## config.mk

```make
export PLATFORM = sky130hd
export DESIGN_NAME = register_bank
export DESIGN_NICKNAME = d
export VERILOG_FILES = /design/src/rtl/regfile_pkg.sv /design/src/rtl/regfile_clear_fsm.sv /design/src/rtl/register_bank.sv
export SDC_FILE = /design/constraint.sdc
export NUM_CORES = 1
export LEC_CHECK = 0
export CORE_MARGIN = 4
export CORE_UTILIZATION = 35
export CTS_CLUSTER_DIAMETER = 30
export DETAILED_ROUTE_END_ITERATION = 16
export PLACE_DENSITY_LB_ADDON = 0.1
export SYNTH_ARGS = -nofsm -noshare
export SYNTH_HDL_FRONTEND = slang
export SYNTH_HIERARCHICAL = 1
export SYNTH_SLANG_ARGS = --single-unit
```

## constraint.sdc

```tcl
create_clock -name sig_clk -period 1.8 [get_ports sig_clk]
set_input_delay 0.27 -clock sig_clk [delete_from_list [all_inputs] [get_ports sig_clk]]
set_output_delay 0.27 -clock sig_clk [all_outputs]
set_load 0.02 [all_outputs]
```

## src/rtl/regfile_pkg.sv

```systemverilog
// Shared types and helpers for the register_bank slice.
package regfile_pkg;

  typedef enum logic {RF_CLEAR, RF_IDLE} rf_state_t;

  function automatic int unsigned rf_depth(input int unsigned addr_w);
    return 32'd1 << addr_w;
  endfunction

endpackage

```

## src/rtl/regfile_clear_fsm.sv

```systemverilog
// Clear-sweep controller: walks every register address once after reset or
// on sig_clear, then holds IDLE (sig_ready=1).
module regfile_clear_fsm
  import regfile_pkg::*;
#(
  parameter int unsigned ADDR_W = 2
) (
  input  logic              sig_clk,
  input  logic              sig_rst_n,
  input  logic              sig_clear,
  output logic              sig_ready,
  output logic              clr_we,
  output logic [ADDR_W-1:0] clr_addr
);

  rf_state_t         state, state_next;
  logic [ADDR_W-1:0] counter, counter_next;

  always_ff @(posedge sig_clk or negedge sig_rst_n) begin
    if (!sig_rst_n) begin
      state   <= RF_CLEAR;
      counter <= '0;
    end else begin
      state   <= state_next;
      counter <= counter_next;
    end
  end

  // Counter wraps to 0 naturally on the last address, so the exit needs no reload.
  always_comb begin
    state_next   = state;
    counter_next = counter;
    unique case (state)
      RF_CLEAR: begin
        counter_next = counter + 1'b1;
        if (counter == '1) state_next = RF_IDLE;
      end
      RF_IDLE: begin
        if (sig_clear) begin
          state_next   = RF_CLEAR;
          counter_next = '0;
        end
      end
      default: begin
        state_next   = RF_CLEAR;
        counter_next = '0;
      end
    endcase
  end

  assign sig_ready = (state == RF_IDLE);
  assign clr_we    = (state == RF_CLEAR);
  assign clr_addr  = counter;

endmodule

```

## src/rtl/register_bank.sv

```systemverilog
// Parametrised register file with pending-write scoreboard, same-cycle
// writeback forwarding and a clear sweep. Optional macro: REGFILE_ZERO_REG_EN.
module register_bank
  import regfile_pkg::*;
#(
  parameter int unsigned DATA_W   = 8,
  parameter int unsigned ADDR_W   = 2,
  parameter int unsigned RD_PORTS = 2
) (
  input  logic                       sig_clk,
  input  logic                       sig_rst_n,
  input  logic [RD_PORTS*ADDR_W-1:0] ID_addr_read,
  output logic [RD_PORTS*DATA_W-1:0] ID_data_read,
  output logic [RD_PORTS-1:0]        ID_pending_read,
  input  logic [ADDR_W-1:0]          ID_addr_issue,
  input  logic                       ID_sig_issue,
  input  logic [ADDR_W-1:0]          DM_addr_write,
  input  logic [DATA_W-1:0]          DM_data_write,
  input  logic                       DM_sig_write,
  input  logic                       sig_clear,
  output logic                       sig_ready
);

  localparam int unsigned DEPTH = rf_depth(ADDR_W);

  logic [DATA_W-1:0] regfile [DEPTH];
  logic [DEPTH-1:0]  pending;

  logic              clr_we;
  logic [ADDR_W-1:0] clr_addr;
  logic              dm_we;
  logic              issue_en;
  logic              st_we;
  logic [ADDR_W-1:0] st_addr;
  logic [DATA_W-1:0] st_data;

  regfile_clear_fsm #(
    .ADDR_W (ADDR_W)
  ) u_clear_fsm (
    .sig_clk   (sig_clk),
    .sig_rst_n (sig_rst_n),
    .sig_clear (sig_clear),
    .sig_ready (sig_ready),
    .clr_we    (clr_we),
    .clr_addr  (clr_addr)
  );

`ifdef REGFILE_ZERO_REG_EN
  assign dm_we    = sig_ready & DM_sig_write & (|DM_addr_write);
  assign issue_en = sig_ready & ID_sig_issue & (|ID_addr_issue);
`else
  assign dm_we    = sig_ready & DM_sig_write;
  assign issue_en = sig_ready & ID_sig_issue;
`endif

  // Single storage write port shared by the sweep and DM writeback.
  assign st_we   = clr_we | dm_we;
  assign st_addr = clr_we ? clr_addr : DM_addr_write;
  assign st_data = clr_we ? '0 : DM_data_write;

  always_ff @(posedge sig_clk) begin
    if (st_we) regfile[st_addr] <= st_data;
  end

  // Issue is applied after writeback so it wins on an address collision.
  always_ff @(posedge sig_clk or negedge sig_rst_n) begin
    if (!sig_rst_n) begin
      pending <= '0;
    end else if (sig_ready) begin
      if (sig_clear) begin
        pending <= '0;
      end else begin
        if (dm_we)    pending[DM_addr_write] <= 1'b0;
        if (issue_en) pending[ID_addr_issue] <= 1'b1;
      end
    end
  end

  for (genvar p = 0; p < RD_PORTS; p++) begin : g_rd
    logic [ADDR_W-1:0] ra;
    logic [DATA_W-1:0] rd;
    logic              rp;

    assign ra = ID_addr_read[p*ADDR_W +: ADDR_W];

    always_comb begin
      rd = '0;
      rp = 1'b0;
      if (!sig_ready) begin
        rd = '0;
`ifdef REGFILE_ZERO_REG_EN
      end else if (ra == '0) begin
        rd = '0;
`endif
      end else if (DM_sig_write && (DM_addr_write == ra)) begin
        rd = DM_data_write;
      end else begin
        rd = regfile[ra];
        rp = pending[ra];
      end
    end

    assign ID_data_read[p*DATA_W +: DATA_W] = rd;
    assign ID_pending_read[p]               = rp;
  end

endmodule
```

==> results of run 1 <==
[layout make-up]
cell class                      instances  area (um^2)
Timing Repair Buffer                   79          848
Tap cell                               96          120
Clock inverter                          3         38.8
Multi-Input combinational cell        115         1330
Fill cell                             616         3300
Sequential cell                        39         1140
Inverter                                5         23.8
Clock buffer                            5         68.8
[worst max-delay path: stages, from the launching register on]
cell	delay, ns
edfxtp_1	0.39
mux4_2	0.48
o31ai_1	0.08
a21boi_1	0.12
buf_4	0.17
[kinds of logic after synthesis]
group           synth area share, %
flops                          45.6
simple gates                   9.53
mux                            17.4
xor+xnor                       6.57
fa+ha+maj                     0.502
compound gates                 14.3
buf+inv                        6.17
[worst paths after layout]
kind | cells after the start | to | from
min | 1 | pending[3] | sig_rst_n
max in group asynchronous | 1 | u_clear_fsm/sig_ready | sig_rst_n
max reg2reg | 5 | regfile[0][4] | u_clear_fsm/sig_ready
min in group sig_clk | 1 | pending[0] | pending[0]
min reg2reg | 1 | pending[0] | pending[0]
max | 4 | ID_data_read[4] | regfile[3][4]
[state kept, by name, summed over array words and instances (netlist names)]
| name | cells |
|---|---|
| u_clear_fsm/sig_ready | 1 |
| regfile | 32 |
| u_clear_fsm/clr_addr | 2 |
| pending | 4 |
[timing repair]
item	4_1_cts	5_1_grt
setup endpoints to repair	18	18
gates cloned	3	0
resized for setup	143	7
pin swaps	18	11
buffers inserted	2	0
[metal layers]
metal	track usage (%)	up-vias	routed length (um)
li1	-	856	-
met4	6.56	0	172
met5	0	-	0
met3	4.06	17	398
met2	29.1	64	3450
met1	22.9	952	3090
[power breakdown]
| part | internal (mW) | switching [mW] | leakage, nW |
|---|---|---|---|
| Clock | 0.406 | 0.322 | 0.0556 |
| Sequential | 1.41 | 0.169 | 0.397 |
| Combinational | 0.981 | 0.965 | 0.871 |
[per-stage QoR]
stage	TNS (ns)	setup WS [ns]	util [%]	area (um^2)
after floorplan	-1.31	-0.0409	-	2490
after global placement	-14.80	-0.739	46.9	3220
after detailed placement	-15.20	-0.744	46.9	3220
after CTS	0	0.00105	51.4	3530
after global routing	-0.747	-0.0711	51.9	3570
final	-0.00832	-0.00832	51.9	3570
[placed cells by master (no fill, tap or decap), types with 8 or more instances in the layout]
cell type and instances:
mux4_2 18, clkdlybuf4s50_1 14, nor2b_1 9, buf_4 31, buf_12 8, edfxtp_1 32, o31ai_1 8, nand4_1 16
a21boi_1 10, buf_6 12
==> metrics, run 1 <==
run status=finished, violations left; violated checks=setup timing; Hold WC Path Type=in2async; CP Class=reg2out; Final setup viols=1; Final min period=1.81 ns; WL final=7.10 mm; floorplan core area=6870 um^2; Worst-Margin Slew=0.349 ns; WP data required=1.53 ns; Slew HR=76.7%; WL/cell=20.8 um; Leak=1.32 nW; post-synth net total=195; final antenna-violating net count=0; CTS Root Buffer Type=clkbuf_8; die width=92.4 um; CTS H-Tree Depth=2; Synth-to-Final Area Change=43.0%; vias=1889; DR iter-0 viols=104; initial antenna violation count=0; first-pass GRT wire length=11.3 mm; pin count of the biggest net entering global routing=19; most frequent cells after synthesis=edfxtp_1, a21boi_1, mux4_2, nand4_1, o31ai_1; Synth warnings=6; number of port buffers=39; clock sink count=39; flop-to-flop setup slack=0.11 ns; Placer Congestion=0.787; Residual DRC=0; num rows=30; setup ws final=-0.00832 ns; Num CTS Buffers=5; fraction of registers with async set/reset=17.9%; layout cells sized above 1=45.1%; RSZ-0062 raised after global routing=yes; post-synth top area share=38.5%; die height=92.4 um; Placed Cells=329; Worst Skew=0.00905 ns; cell area after synthesis=2490 um^2; fin crit share=100%; Vias/cell=5.52; f_max=0.553 GHz; Most used DFF post-synth=edfxtp_1; Max IR drop VDD=0.546 mV; ranking of synthesized cells by area=edfxtp_1, mux4_2, dfrtp_1, a21boi_1, o31ai_1; Worst Setup End Kind=primary output; Starting Density=36.3%; count leader, synth=edfxtp_1; non-filler cells, final=342; CP Launch Type=flip-flop; Final Hold Viols=0; Overall Global Routing Usage=17.7%; grt ovf=0; CP Max Fanout=2; Avg Cell Area, Syn=14.4 um^2; Initial DRT Pass Iterations=4; Synth area leader=edfxtp_1; synthesized flop and latch total=39; max-slew violation count=0; WP data arrival=1.54 ns; Final Hold Slack=0.240 ns; Power Dens Cells=1190 nW/um^2; Post-synth EDFFs=32; max-cap viol count=0; Clock Tree Buf Depth=2; vias in the first global route=2079; HPWL Detailed=5.01 mm; DIE AREA=8540 um^2; Mapped Cells=173; Pwr Total=4.25 mW; Worst-Skew Late Latency=0.29 ns; IO Pins=40; nets=267; # diodes=0; CTS tree=yes; sequential fraction of the synthesis area=45.6%; hold buffers post-CTS=0; post-synthesis cell type count=36; CTS clk-pin slew, worst paths=0.08 ns
Power figures use the tool's default switching activity.
==> inputs of run 2 (changes only) <==
Settings changed: ABC_CLOCK_PERIOD_IN_PS set to 1800.
==> results of run 2 <==
No change in the layout: final DEF, timing and power equal those of run 1.
==> inputs of run 3 (changes only) <==
Settings changed: CTS_CLUSTER_DIAMETER 30 to 200, SETUP_SLACK_MARGIN set to 0.5.
==> run 3 against run 2 <==
  * First-iteration DRC count decreased by 19%
  * Largest cell class unchanged
  * Combinational power increased by 29%
  * Core utilization increased by 4.6 points
  * Worst setup slack got worse by 0.013 ns
  * Largest power group unchanged
  * The run still ends with setup timing left
  * Sequential power increased by 3%
  * Clock power about the same
  * Count of clock-buffer cells in the layout unchanged
  * Register-to-register slack improved by 0.16 ns
  * Worst hold slack got worse by 0.019 ns
==> metrics, run 3 (synthesized netlist as in run 1, its figures left out) <==
run status=finished, violations left; violated checks=setup timing; floorplan core area=6870 um^2 (unchanged); Internal=3.15 mW (+13%); # diodes=0 (unchanged); final antenna-violating net count=0 (unchanged); Logic pwr share=51.7% (+6.0 points); num rows=30 (unchanged); Top reg by flops=regfile; WP data arrival=1.55 ns (about the same); Largest register FFs=32 (unchanged); Synth-to-Final Area Change=55.6%; Switch Pwr=1.72 mW (+18%); hold buffers post-CTS=0 (unchanged); die height=92.4 um (unchanged); worst path bufs/invs=4 (+3); CP Max Fanout=5 (+3); Clock Tree Buf Depth=2 (unchanged); CP Class=in2out; Final Hold Slack=0.221 ns (-0.0191 ns); critical-path cell list=dlygate4sd2_1 -> buf_12 -> xor2_4 -> buf_4 -> o31ai_2 -> a21boi_2 -> buf_4; Num CTS Buffers=5 (unchanged); IO Pins=40 (unchanged); Overall Global Routing Usage=18.6% (+0.90 points); HPWL Detailed=5.07 mm (+1.1%); CTS Root Buffer Type=clkbuf_8; most frequent CP cell=buf_4; RSZ-0062 raised after global routing=yes; Vias/cell=5.57 (+0.86%); Power Dens Cells=1250 nW/um^2 (+5.2%); CTS tree=yes; WP data required=1.53 ns (about the same); clock sink count=39 (unchanged); Flop pwr share=33.3% (-3.8 points); DIE AREA=8540 um^2 (unchanged); Worst Skew=0.00857 ns (-0.000487 ns); most common cell after layout, fill and taps aside=edfxtp_1; Worst path top cell family by delay=buffers and inverters; TNS Setup=-0.0229 ns (-0.0146 ns); Net Sw Frac=35.2% (+1.0 points); nets=270 (+1.1%); Leak=1.38 nW (+4.1%); setup ws final=-0.0212 ns (-0.0129 ns); Worst-Skew Late Latency=0.30 ns (about the same); CTS clk-pin slew, worst paths=0.08 ns (about the same); WL final=7.55 mm (+6.3%); Worst Setup End Kind=primary output; max-slew violation count=0 (unchanged); grt ovf=0 (unchanged); die width=92.4 um (unchanged); vias=1922 (+1.7%); Final Hold Viols=0 (unchanged); initial antenna violation count=0 (unchanged); Worst path slowest cell=dlygate4sd2_1; Slew HR=78.8% (+2.1 points); Starting Density=36.3% (unchanged); Fillers=551 (-11%); Final setup viols=2 (+1); max-cap viol count=0 (unchanged); Final min period=1.82 ns (+0.0129 ns); first-pass GRT wire length=11.8 mm (+4.3%); Max IR drop VDD=0.566 mV (+3.7%); most frequent cells in the layout=edfxtp_1, buf_6, buf_4; Residual DRC=0 (unchanged); Hold WC Path Type=in2async; vias in the first global route=2056 (-1.1%); WL/cell=21.9 um (+5.4%); DR iter-0 viols=84 (-19%); CP Launch Type=primary input; number of port buffers=39 (unchanged); Placer Congestion=0.776 (-1.3%); layout cells sized above 1=60.2% (+15 points); f_max=0.549 GHz (-0.71%); flop-to-flop setup slack=0.27 ns (+0.16 ns); Clk network pwr share=15.0% (-2.1 points); Worst-Margin Slew=0.317 ns (-0.0317 ns); fin crit share=101% (+0.72 points); Pwr Total=4.87 mW (+14%); CTS H-Tree Depth=2 (unchanged); pin count of the biggest net entering global routing=19 (unchanged); Worst path max stage delay=0.26 ns (-0.22 ns); Initial DRT Pass Iterations=5 (+1)
==> run 3: repair_timing <==
action	4_1_cts	5_1_grt
gates resized for setup	174	18
gates cloned	2	0
setup buffers	11	0
pin swaps	17	9
endpoints found under the setup margin	87	82
==> run 3: area by class of cell <==
type	count	area [um^2]	area share, %
Multi-Input combinational cell	115	1560	40.1
Timing Repair Buffer	82	927	23.9
Clock inverter	3	38.8	0.999
Clock buffer	5	68.8	1.77
Tap cell	96	120	3.09
Sequential cell	39	1140	29.4
Inverter	5	31.3	0.806
==> run 3: final timing paths <==
kind,startpoint,to,cells after the start
min,sig_rst_n,u_clear_fsm/sig_ready,1
max in group asynchronous,sig_rst_n,u_clear_fsm/sig_ready,1
min in group sig_clk,pending[0],pending[0],1
min reg2reg,pending[0],pending[0],1
max,DM_addr_write[0],ID_data_read[4],7
max reg2reg,u_clear_fsm/sig_ready,regfile[0][7],4
==> run 3: layer usage <==
layer / vias up / GRT usage (%) / routed length (um)
li1: 855 / - / -
met1: 983 / 23.9 / 3230
met2: 72 / 31.2 / 3710
met3: 12 / 4.14 / 435
met4: 0 / 6.19 / 177
met5: - / 0 / 0
==> run 3: through the flow <==
step | setup slack [ns] | instances | utilization, % | instance area, um^2
after floorplan | 0.372 | 173 | - | 2640
after global placement | -0.777 | 324 | 48.4 | 3320
final | -0.0212 | 345 | 56.5 | 3880
after global routing | -0.0554 | 345 | 56.5 | 3880
after detailed placement | -0.817 | 324 | 48.4 | 3320
after CTS | -0.0199 | 345 | 55.5 | 3810
==> run 3: power by group through the flow <==
stage / clock [mW] / sequential [mW] / combinational, mW
after floorplan: 0 / 1.56 / 1.22
after global placement: 0 / 1.63 / 1.96
after detailed placement: 0 / 1.67 / 2.01
after CTS: 0.737 / 1.62 / 2.46
after global routing: 0.782 / 1.67 / 2.66
final: 0.728 / 1.62 / 2.52
